`config.mk`:
```
export PLATFORM = sky130hd
export DESIGN_NAME = alu_muldiv_seq
export DESIGN_NICKNAME = d
export VERILOG_FILES = /design/src/rtl/alu_pkg.sv /design/src/rtl/alu_muldiv_seq.sv
export SDC_FILE = /design/constraint.sdc
export NUM_CORES = 1
export LEC_CHECK = 0
export ABC_CLOCK_PERIOD_IN_PS = 13400
export BUFFER_PORTS_ARGS = -buffer_cell sky130_fd_sc_hd__buf_2
export CELL_PAD_IN_SITES_DETAIL_PLACEMENT = 1
export CELL_PAD_IN_SITES_GLOBAL_PLACEMENT = 2
export CORE_MARGIN = 10
export CORE_UTILIZATION = 42
export CTS_BUF_LIST = sky130_fd_sc_hd__clkbuf_2
export DETAILED_ROUTE_END_ITERATION = 7
export PLACE_DENSITY_LB_ADDON = 0.1
export SYNTH_ARGS = -nofsm -noshare
export SYNTH_HDL_FRONTEND = slang
export SYNTH_SLANG_ARGS = --single-unit
```
`constraint.sdc`:
```
create_clock -name clk -period 13.4 [get_ports clk]
set_clock_uncertainty 0.05 [all_clocks]
set_input_delay 1.34 -clock clk [delete_from_list [all_inputs] [get_ports clk]]
set_output_delay 1.34 -clock clk [all_outputs]
set_load 0.01 [all_outputs]
```
`src/rtl/alu_pkg.sv`:
```
// Shared definitions for the single-cycle ALU and the iterative multiply/divide unit.
// Operation codes follow the RV32M funct3 encoding.
package alu_pkg;

  typedef enum logic [2:0] {
    OP_MUL    = 3'd0,
    OP_MULH   = 3'd1,
    OP_MULHSU = 3'd2,
    OP_MULHU  = 3'd3,
    OP_DIV    = 3'd4,
    OP_DIVU   = 3'd5,
    OP_REM    = 3'd6,
    OP_REMU   = 3'd7
  } muldiv_op_e;

  localparam int STATUS_N = 3;
  localparam int STATUS_Z = 2;
  localparam int STATUS_C = 1;
  localparam int STATUS_V = 0;

  typedef enum logic [1:0] {
    ST_IDLE = 2'd0,
    ST_CALC = 2'd1,
    ST_FIX  = 2'd2,
    ST_DONE = 2'd3
  } muldiv_state_e;

  function automatic logic op_is_div(input muldiv_op_e op);
    return op inside {OP_DIV, OP_DIVU, OP_REM, OP_REMU};
  endfunction

  function automatic logic op_is_rem(input muldiv_op_e op);
    return op inside {OP_REM, OP_REMU};
  endfunction

  function automatic logic op_a_signed(input muldiv_op_e op);
    return op inside {OP_MULH, OP_MULHSU, OP_DIV, OP_REM};
  endfunction

  function automatic logic op_b_signed(input muldiv_op_e op);
    return op inside {OP_MULH, OP_DIV, OP_REM};
  endfunction

endpackage

```
`src/rtl/alu_muldiv_seq.sv`:
```
// Iterative RV32M multiply/divide unit: one radix-2 step per cycle on operand
// magnitudes, followed by a single sign-fix cycle.
module alu_muldiv_seq
  import alu_pkg::*;
#(
  parameter  int WIDTH = 32,
  localparam int CNT_W = $clog2(WIDTH + 1)
) (
  input  logic             clk,
  input  logic             rst,
  input  logic             in_valid,
  output logic             in_ready,
  input  logic [2:0]       op,
  input  logic [WIDTH-1:0] a,
  input  logic [WIDTH-1:0] b,
  output logic             out_valid,
  input  logic             out_ready,
  output logic [WIDTH-1:0] result,
  output logic [3:0]       status,
  output muldiv_state_e    dbg_state
);

  // Handshakes: a transfer happens on a rising edge where valid and ready are
  // both high; valid never waits for ready, and the producer holds its payload
  // stable while valid is high and ready is low.

  localparam logic [CNT_W-1:0] LAST_STEP = CNT_W'(WIDTH - 1);
  localparam logic [WIDTH-1:0] MOST_NEG  = {1'b1, {(WIDTH-1){1'b0}}};

  muldiv_state_e      state_q, state_d;
  muldiv_op_e         op_q, op_d;
  logic               neg_q, neg_d;
  logic [WIDTH-1:0]   mag_a_q, mag_a_d;
  logic [WIDTH-1:0]   mag_b_q, mag_b_d;
  logic [CNT_W-1:0]   cnt_q, cnt_d;
  logic [2*WIDTH-1:0] acc_q, acc_d;
  logic [WIDTH-1:0]   rem_q, rem_d;
  logic [WIDTH-1:0]   quo_q, quo_d;
  logic [WIDTH-1:0]   result_q, result_d;
  logic [3:0]         status_q, status_d;

  // Accept-side decode works on the live inputs; everything after uses copies.
  muldiv_op_e       op_in;
  logic             sa_in, sb_in, div_zero, div_ovf;
  logic [WIDTH-1:0] mag_a_in, mag_b_in, spec_res;

  assign op_in    = muldiv_op_e'(op);
  assign sa_in    = op_a_signed(op_in) & a[WIDTH-1];
  assign sb_in    = op_b_signed(op_in) & b[WIDTH-1];
  assign mag_a_in = sa_in ? -a : a;
  assign mag_b_in = sb_in ? -b : b;
  assign div_zero = op_is_div(op_in) && (b == '0);
  assign div_ovf  = (op_in == OP_DIV || op_in == OP_REM) && (a == MOST_NEG) && (b == '1);

  always_comb begin
    spec_res = '0;
    if (div_zero)                spec_res = op_is_rem(op_in) ? a : '1;
    else if (!op_is_rem(op_in))  spec_res = a;
  end

  // Iteration datapath: carry-preserving add for the product, WIDTH+1 bit trial subtract.
  logic [WIDTH:0] mul_sum, div_shift, div_diff;
  logic           div_ge;

  assign mul_sum   = {1'b0, acc_q[2*WIDTH-1:WIDTH]} + {1'b0, mag_a_q};
  assign div_shift = {rem_q, quo_q[WIDTH-1]};
  assign div_diff  = div_shift - {1'b0, mag_b_q};
  assign div_ge    = div_shift >= {1'b0, mag_b_q};

  logic [2*WIDTH-1:0] prod_fix;
  logic [WIDTH-1:0]   quo_fix, rem_fix, fix_res;

  assign prod_fix = neg_q ? -acc_q : acc_q;
  assign quo_fix  = neg_q ? -quo_q : quo_q;
  assign rem_fix  = neg_q ? -rem_q : rem_q;

  always_comb begin
    fix_res = rem_fix;
    case (op_q)
      OP_MUL:                     fix_res = prod_fix[WIDTH-1:0];
      OP_MULH, OP_MULHSU, OP_MULHU: fix_res = prod_fix[2*WIDTH-1:WIDTH];
      OP_DIV, OP_DIVU:            fix_res = quo_fix;
      default:                    fix_res = rem_fix;
    endcase
  end

  always_comb begin
    state_d   = state_q;
    op_d      = op_q;
    neg_d     = neg_q;
    mag_a_d   = mag_a_q;
    mag_b_d   = mag_b_q;
    cnt_d     = cnt_q;
    acc_d     = acc_q;
    rem_d     = rem_q;
    quo_d     = quo_q;
    result_d  = result_q;
    status_d  = status_q;
    in_ready  = 1'b0;
    out_valid = 1'b0;
    case (state_q)
      ST_IDLE: begin
        in_ready = ~rst;
        if (in_valid) begin
          op_d    = op_in;
          // Remainder takes the dividend's sign; products and quotients take sa^sb.
          neg_d   = op_is_rem(op_in) ? sa_in : (sa_in ^ sb_in);
          mag_a_d = mag_a_in;
          mag_b_d = mag_b_in;
          cnt_d   = '0;
          acc_d   = {{WIDTH{1'b0}}, mag_b_in};
          rem_d   = '0;
          quo_d   = mag_a_in;
          if (div_zero || div_ovf) begin
            result_d           = spec_res;
            status_d           = '0;
            status_d[STATUS_N] = spec_res[WIDTH-1];
            status_d[STATUS_Z] = (spec_res == '0);
            status_d[STATUS_C] = div_zero;
            status_d[STATUS_V] = div_ovf;
            state_d            = ST_DONE;
          end else begin
            state_d = ST_CALC;
          end
        end
      end
      ST_CALC: begin
        cnt_d = cnt_q + CNT_W'(1);
        if (op_is_div(op_q)) begin
          rem_d = div_ge ? div_diff[WIDTH-1:0] : div_shift[WIDTH-1:0];
          quo_d = {quo_q[WIDTH-2:0], div_ge};
        end else if (acc_q[0]) begin
          acc_d = {mul_sum, acc_q[WIDTH-1:1]};
        end else begin
          acc_d = {1'b0, acc_q[2*WIDTH-1:1]};
        end
        if (cnt_q == LAST_STEP) state_d = ST_FIX;
      end
      ST_FIX: begin
        result_d           = fix_res;
        status_d           = '0;
        status_d[STATUS_N] = fix_res[WIDTH-1];
        status_d[STATUS_Z] = (fix_res == '0);
        state_d            = ST_DONE;
      end
      ST_DONE: begin
        out_valid = 1'b1;
        if (out_ready) state_d = ST_IDLE;
      end
      default: state_d = ST_IDLE;
    endcase
  end

  always_ff @(posedge clk or posedge rst) begin
    if (rst) begin
      state_q  <= ST_IDLE;
      op_q     <= OP_MUL;
      neg_q    <= 1'b0;
      mag_a_q  <= '0;
      mag_b_q  <= '0;
      cnt_q    <= '0;
      acc_q    <= '0;
      rem_q    <= '0;
      quo_q    <= '0;
      result_q <= '0;
      status_q <= '0;
    end else begin
      state_q  <= state_d;
      op_q     <= op_d;
      neg_q    <= neg_d;
      mag_a_q  <= mag_a_d;
      mag_b_q  <= mag_b_d;
      cnt_q    <= cnt_d;
      acc_q    <= acc_d;
      rem_q    <= rem_d;
      quo_q    <= quo_d;
      result_q <= result_d;
      status_q <= status_d;
    end
  end

  assign result    = result_q;
  assign status    = status_q;
  assign dbg_state = state_q;

endmodule

```
Word level (Yosys, flattened, before mapping)
Cells that the tools add are included.
{ "totals": {"register_bits": 240, "inputBits": 71, "wordCells": 110} }
{ "classes": {"n_addsub": 8, "n_lt_le_gt_ge": 1, "n_eq_ne": 25, "muxes": 36, "n_bitwise": 4, "n_reduce_logical": 25} }
{ "op_table": {"columns": ["op", "count"], "rows": [
  ["$mux 32", 14],
  ["$mux 64", 4],
  ["$pmux 32 s2", 3],
  ["$neg 32->32", 4],
  ["$pmux 64 s2", 1],
  ["$logic_not 32->1", 3],
  ["$pmux 32 s3", 1],
  ["$eq 32x32->1 const B", 2],
  ["$neg 64->64", 1],
  ["$add 32x32->33", 1],
  ["$ge 33x32->1", 1],
  ["$sub 32x32->32", 1],
  ["$eq 3x3->1 const B", 8],
  ["$ne 2x2->1 const B", 6],
  ["$pmux 6 s2", 1],
  ["$reduce_and 3->1", 4],
  ["$reduce_bool 4->1", 3],
  ["$eq 3x2->1 const B", 3],
  ["$mux 2", 4],
  ["$mux 4", 2],
  ["$pmux 2 s4", 1],
  ["$pmux 4 s2", 1],
  ["$add 6x1->6 const B", 1],
  ["$eq 3x1->1 const B", 2],
  ["17 further kinds", 27]
]} }

Depth between registers and ports, before layout
{ "depth": {"ltp_word": 8, "mapped_depth": 13, "depth_no_buf": 13} }

Worst setup path after synthesis
Ideal clock, no wire load.
{ "synth_path": {"path_type": "input -> register", "start": "input b[5]", "end": "register result_q[30], in the netlist result[30]", "arrival_ps": 3719, "path_slack_ps": 9567, "stages": 10, "n_path_buf": 2, "cell_sequence": "nor4_1 > or3b_2 > clkbuf_1 > nor4_2 > and3_1 > a21boi_2 > buf_2 > a21oi_1 > a211o_1 > nand2_1"} }
{ "synth_via": {"elab_chain_cells": 6, "elab_cells_between_ends": 11, "cone_classes": "eq/ne (2); mux (4); reduce/logical (5)"} }
{ "synth_rtl": {"columns": ["item", "line", "rtl"], "rows": [
  ["start, declared", "alu_muldiv_seq.sv:15", "input logic [WIDTH-1:0] b,"],
  ["$logic_not 32->1", "alu_muldiv_seq.sv:52", "assign div_zero = op_is_div(op_in) && (b == '0);"],
  ["$logic_and 1x1->1", "alu_muldiv_seq.sv:52", null],
  ["$mux 32", "alu_muldiv_seq.sv:57", "if (div_zero) spec_res = op_is_rem(op_in) ? a : '1;"],
  ["$mux 32", "alu_muldiv_seq.sv:114", "if (div_zero || div_ovf) begin"],
  ["$mux 32", "alu_muldiv_seq.sv:104", "if (in_valid) begin"],
  ["$pmux 32 s2", "alu_muldiv_seq.sv:101", "case (state_q)"],
  ["end signal, assigned", "alu_muldiv_seq.sv:177", "result_q <= result_d;"],
  ["end, declared", "alu_muldiv_seq.sv:39", "logic [WIDTH-1:0] result_q, result_d;"]
]} }
Parallel ways exist; a longest one is shown, timed or not. The select of a mux whose other input is x is not followed.
A chain may end at the register's enable or synchronous reset.

Worst setup path in the final report
{ "layout_path": {"start": "register quo_q[7]", "end": "register status_q[2], in the netlist status[2]"} }
{ "layout_via": {"elab_chain_cells": 5} }
{ "layout_rtl": {"columns": ["item", "line", "rtl"], "rows": [
  ["start, declared", "alu_muldiv_seq.sv:38", "logic [WIDTH-1:0] quo_q, quo_d;"],
  ["start signal, assigned", "alu_muldiv_seq.sv:176", "quo_q <= quo_d;"],
  ["$neg 32->32", "alu_muldiv_seq.sv:74", "assign quo_fix = neg_q ? -quo_q : quo_q;"],
  ["$mux 32 (*)", "alu_muldiv_seq.sv:74", null],
  ["$pmux 32 s3 (*)", "alu_muldiv_seq.sv:79", "case (op_q)"],
  ["$logic_not 32->1 (*)", "alu_muldiv_seq.sv:143", "status_d[STATUS_Z] = (fix_res == '0);"],
  ["$pmux 4 s2 (*)", "alu_muldiv_seq.sv:101", null],
  ["end signal, assigned", "alu_muldiv_seq.sv:178", "status_q <= status_d;"],
  ["end, declared", "alu_muldiv_seq.sv:40", "logic [3:0] status_q, status_d;"]
]} }
Mark *: on every way between the ends. The rest lies on a longest branch, timed or not.

==> impl_summary.txt <==
----------------------------------------------------
[Clocking]
  Deepest level of the CTS H-tree ... 3
  Number of buffers created by CTS ... 73
  Clock Path Buffers ... 3
  Clk_lat worst skew ... between 1 and 1.5 ns
  Number of buffers inserted by hold repair at cts ... 0
  Post-CTS setup buffer count ... 0
  Clock Pin Slew Worst Setup and Hold Paths ... approximately 0.11 ns
  Number of gates resized after cts ... 0
  Number of clock sinks ... 239
  Root Buffer Master ... sky130_fd_sc_hd__clkbuf_2
  Clock tree from TritonCTS ... built

[Synthesis]
  Post-Synthesis Net Count ... 2625
  Multiplexer fraction of the synthesized cell area ... under 10%
  Yosys synthesis warning count ... 0
  Fraction of the mapped netlist area in compound gates ... 26.4%
  Post-synth EDFFs ... 0
  XOR/XNOR share of the synthesized area ... under 10%
  Library cells used by synthesis ... 90
  Cell area after synthesis ... a little under 20000 sq um
  Proportion of synthesized chip area in sequential cells ... a little under a third
  Mean cell area of the mapped netlist ... 7.94 sq um
  Simple-gate area share of the yosys netlist ... 21.7%
  Synthesized netlist cell count ... 2476
  Largest family of logic cells by synthesized area ... compound AO/OA/AOI/OAI gates
  Most frequently used flop master after synthesis ... sky130_fd_sc_hd__dfrtp_1
  Async S/R FF share, synth ... 100%
  Seq cells post-synth ... roughly 240
  Synth Area in Adders ... a little over 5%

[Setup path]
  Critical Path RT ... roughly 14 ns
  Sort of element at the end of the critical path ... flop
  Critical path class ... flop to flop
  R2R cell count ... 9
  Critical-path maximum fanout ... 9
  Arrival time at the worst endpoint ... 5.34 ns
  Worst setup SP type ... flop

[STA]
  Number of endpoints with negative hold slack in the final report ... 0
  Upper clock frequency limit ... 226 MHz
  Tcrit/Tclk final ... 33.0%
  Max-slew violation count ... 0
  Pin slew with the least headroom to its limit ... 1.26 ns
  Rel. slew slack ... 15.9%
  Finish-stage setup viols ... 0
  Aggregate negative setup slack ... 0 ns
  Shortest clock period the worst path allows after layout ... 4.42 ns
  Unrepaired setup endpoints after global routing ... false

[Drt]
  Per-cell routed wire length ... approximately 26 um
  Number of vias per cell ... 6.25
  Routed Wire Length ... approximately 83 mm
  Via count ... 19900
  Number of nets with antenna violations after detailed routing ... 0
  DRT iter0 DRCs ... 1639
  First-pass DRT Iterations ... 5
  Drc violations ... 0

[Power]
  Switching power total ... 3.71 mW
  Peak supply drop ... 0.237 mV
  Switching part of the total ... 57.7%
  Clk network pwr share ... 9.6%
  Share of total power in sequential cells ... between 20 and 25%
  Leakage Power ... 9.18 nW
  Ratio of total power to cell area ... 305 nW/um^2
  Part of the power in combinational logic ... 65.9%
  Power Internal ... between 2 and 3 mW

[Flow run]
  Reported max-cap violation count ... 0

[Final layout]
  Share of final-layout standard cells stronger than drive strength 1 ... 12.5%
  Number of nets in the final layout ... 2668
  Area added between synthesis and finish ... 7.49%
  Number of cells in the finished layout apart from fillers ... 3177
  Count of fill cells added during filler insertion ... between 5000 and 6000

[Global route]
  Remaining global-route overflow ... 0
  Antenna violations before repair ... 3
  Aggregate global-route resource usage ... 28.7%
  Via count of the first global-routing pass ... around 20000
  Global-route wire length before repair ... 125 mm
  Largest net degree at the start of global routing ... ~110

[Hold path]
  Worst Hold Class ... input pin to asynchronous set/reset pin

[Die]
  Initial cell density of the core ... between 40% and 50%
  Die height ... 236 um
  DIE AREA ... roughly 56000 sq um
  Top-level I/O count ... 111
  Floorplan row count ... 79
  Standard cell core area ... around 46000 sq um
  Horizontal extent of the die ... 236 um

[Placed design]
  Routability Congestion ... 0.940
  Total placed cells including tap cells ... just over 3000
  Post-DP HPWL ... approximately 64 mm
  PortBufs ... 110

[Run status]
  Run status ... finished clean

----------------------------------------------------
==> routing by layer <==
layer	share of wire, %	track usage (%)
met5	0	0
met4	3.2	9.75
met1	46	39.0
met3	7.6	7.73
met2	44	42.9
==> worst max-delay path, stage by stage, from the launching register on <==
cell and delay (ns):
sky130_fd_sc_hd__dfrtp_1 0.49, sky130_fd_sc_hd__nor4_2 0.66, sky130_fd_sc_hd__nand4_1 0.52, sky130_fd_sc_hd__and4bb_2 0.51, sky130_fd_sc_hd__mux2i_1 0.10, sky130_fd_sc_hd__a221oi_1 0.57, sky130_fd_sc_hd__o211ai_1 0.41, sky130_fd_sc_hd__nor4_1 0.48
sky130_fd_sc_hd__nand4_1 0.25, sky130_fd_sc_hd__o31ai_2 0.25
==> registers in the layout (all words and copies together), names as in the netlist <==
| register | count |
|---|---|
| mag_b_q | 32 |
| cnt_q | 6 |
| mag_a_q | 32 |
| dbg_state | 2 |
| status | 3 |
| result | 32 |
| neg_q | 1 |
| op_q | 3 |
| quo_q | 32 |
| rem_q | 32 |
| acc_q | 64 |
==> cell type report <==
class	instances	area, sq um	share of cell area (%)
Timing Repair Buffer	135	738	3.50
Multi-Input combinational cell	1989	12700	60.0
Clock inverter	12	103	0.486
Clock buffer	110	551	2.61
Tap cell	607	759	3.60
Inverter	81	312	1.48
Sequential cell	239	5980	28.3
Antenna cell	4	10.0	0.0474
==> logic make-up after synthesis <==
| logic type | Yosys count |
|---|---|
| fa+ha+maj | 78 |
| mux | 51 |
| compound gates | 810 |
| flops | 239 |
| xor+xnor | 189 |
| buf+inv | 248 |
| simple gates | 861 |
==> final timing paths <==
| path | start | endpoint | slack (ns) |
|---|---|---|---|
| max | quo_q[7]$_DFFE_PP0P_ | status[2]$_DFFE_PP0P_ | 8.98 |
| min | rst | cnt_q[4]$_DFFE_PP0P_ | 0.32 |
| max reg2reg | quo_q[7]$_DFFE_PP0P_ | status[2]$_DFFE_PP0P_ | 8.98 |
| min reg2reg | result[30]$_DFFE_PP0P_ | result[30]$_DFFE_PP0P_ | 0.42 |
| max in group asynchronous | rst | quo_q[6]$_DFFE_PP0P_ | 11.35 |
| min in group clk | result[30]$_DFFE_PP0P_ | result[30]$_DFFE_PP0P_ | 0.42 |
==> power groups by stage <==
| stage | Combinational, mW | Sequential, mW | Clock, mW |
|---|---|---|---|
| 3_5_place_dp | 4.15 | 1.57 | 0 |
| 3_3_place_gp | 4.04 | 1.56 | 0 |
| 5_1_grt | 4.59 | 1.62 | 0.676 |
| 4_1_cts | 4.17 | 1.56 | 0.631 |
| 6_report | 4.24 | 1.58 | 0.618 |
| 2_1_floorplan | 2.98 | 1.30 | 0 |
==> synth_stat cells, types with 6 or more instances <==
cell type	n	area share, %
sky130_fd_sc_hd__nand3_1	43	1.1
sky130_fd_sc_hd__a41oi_1	8	0.36
sky130_fd_sc_hd__mux2_2	8	0.46
sky130_fd_sc_hd__xnor2_1	110	4.9
sky130_fd_sc_hd__o21bai_1	11	0.42
sky130_fd_sc_hd__buf_2	13	0.33
sky130_fd_sc_hd__and2_1	25	0.80
sky130_fd_sc_hd__a22oi_1	26	0.99
sky130_fd_sc_hd__inv_1	81	1.5
sky130_fd_sc_hd__a21oi_1	211	5.4
sky130_fd_sc_hd__xor2_1	79	3.5
sky130_fd_sc_hd__or4_1	18	0.69
sky130_fd_sc_hd__o221ai_1	11	0.49
sky130_fd_sc_hd__o31ai_1	37	1.4
sky130_fd_sc_hd__nor2b_1	13	0.41
sky130_fd_sc_hd__nor2_1	216	4.1
sky130_fd_sc_hd__nand3b_1	8	0.31
sky130_fd_sc_hd__o21a_1	12	0.46
sky130_fd_sc_hd__or3_1	36	1.1
sky130_fd_sc_hd__o21ai_0	252	6.4
sky130_fd_sc_hd__a221o_1	28	1.4
sky130_fd_sc_hd__clkbuf_1	121	2.3
sky130_fd_sc_hd__or2_2	13	0.41
sky130_fd_sc_hd__o41ai_1	19	0.85
sky130_fd_sc_hd__buf_1	15	0.29
sky130_fd_sc_hd__nand2_1	266	5.1
sky130_fd_sc_hd__nor4_1	38	1.2
sky130_fd_sc_hd__ha_1	76	4.8
sky130_fd_sc_hd__dfrtp_1	239	30
sky130_fd_sc_hd__nor3_1	66	1.7
sky130_fd_sc_hd__and3_1	12	0.38
sky130_fd_sc_hd__nor3b_1	8	0.31
sky130_fd_sc_hd__o211ai_1	24	0.92
sky130_fd_sc_hd__o22ai_1	12	0.38
sky130_fd_sc_hd__o32ai_1	6	0.27
sky130_fd_sc_hd__a21o_1	37	1.4
sky130_fd_sc_hd__buf_6	8	0.46
sky130_fd_sc_hd__nand2b_1	27	0.86
sky130_fd_sc_hd__nand4_1	30	0.96
sky130_fd_sc_hd__a211oi_1	33	1.3
sky130_fd_sc_hd__a31oi_1	19	0.60
sky130_fd_sc_hd__mux2i_1	43	2.2
==> placed cells by master (no fill, tap or decap), types with 13 or more instances in the layout <==
| cell type | instances |
|---|---|
| sky130_fd_sc_hd__nor2_1 | 216 |
| sky130_fd_sc_hd__buf_4 | 25 |
| sky130_fd_sc_hd__nor2b_1 | 13 |
| sky130_fd_sc_hd__xnor2_1 | 110 |
| sky130_fd_sc_hd__inv_1 | 80 |
| sky130_fd_sc_hd__or2_2 | 13 |
| sky130_fd_sc_hd__a21oi_1 | 211 |
| sky130_fd_sc_hd__o21ai_0 | 252 |
| sky130_fd_sc_hd__a221o_1 | 28 |
| sky130_fd_sc_hd__ha_1 | 74 |
| sky130_fd_sc_hd__a211oi_1 | 33 |
| sky130_fd_sc_hd__o211ai_1 | 24 |
| sky130_fd_sc_hd__or4_1 | 18 |
| sky130_fd_sc_hd__xor2_1 | 79 |
| sky130_fd_sc_hd__clkbuf_2 | 110 |
| sky130_fd_sc_hd__a21o_1 | 35 |
| sky130_fd_sc_hd__o41ai_1 | 19 |
| sky130_fd_sc_hd__nand4_1 | 30 |
| sky130_fd_sc_hd__and2_1 | 25 |
| sky130_fd_sc_hd__a22oi_1 | 26 |
| sky130_fd_sc_hd__nand2b_1 | 27 |
| sky130_fd_sc_hd__nand2_1 | 265 |
| sky130_fd_sc_hd__nor3_1 | 64 |
| sky130_fd_sc_hd__dfrtp_1 | 238 |
| sky130_fd_sc_hd__nor4_1 | 38 |
| sky130_fd_sc_hd__a31oi_1 | 19 |
| sky130_fd_sc_hd__nand3_1 | 43 |
| sky130_fd_sc_hd__or3_1 | 36 |
| sky130_fd_sc_hd__o31ai_1 | 37 |
| sky130_fd_sc_hd__mux2i_1 | 43 |
| sky130_fd_sc_hd__buf_2 | 110 |
==> stage by stage <==
stage | total power [mW] | hold slack (ns) | utilization, % | setup WS [ns] | instance area (sq um)
2_1_floorplan | 4.28 | 0.400 | - | 5.45 | 19600
3_3_place_gp | 5.60 | 0.404 | 44.1 | 8.87 | 20500
3_5_place_dp | 5.71 | 0.411 | 44.1 | 8.77 | 20500
4_1_cts | 6.36 | 0.342 | 45.5 | 9.08 | 21100
5_1_grt | 6.89 | 0.318 | 45.6 | 8.81 | 21100
6_report | 6.43 | 0.325 | 45.6 | 8.98 | 21100
No activity file was read; power rests on OpenSTA's default activity.
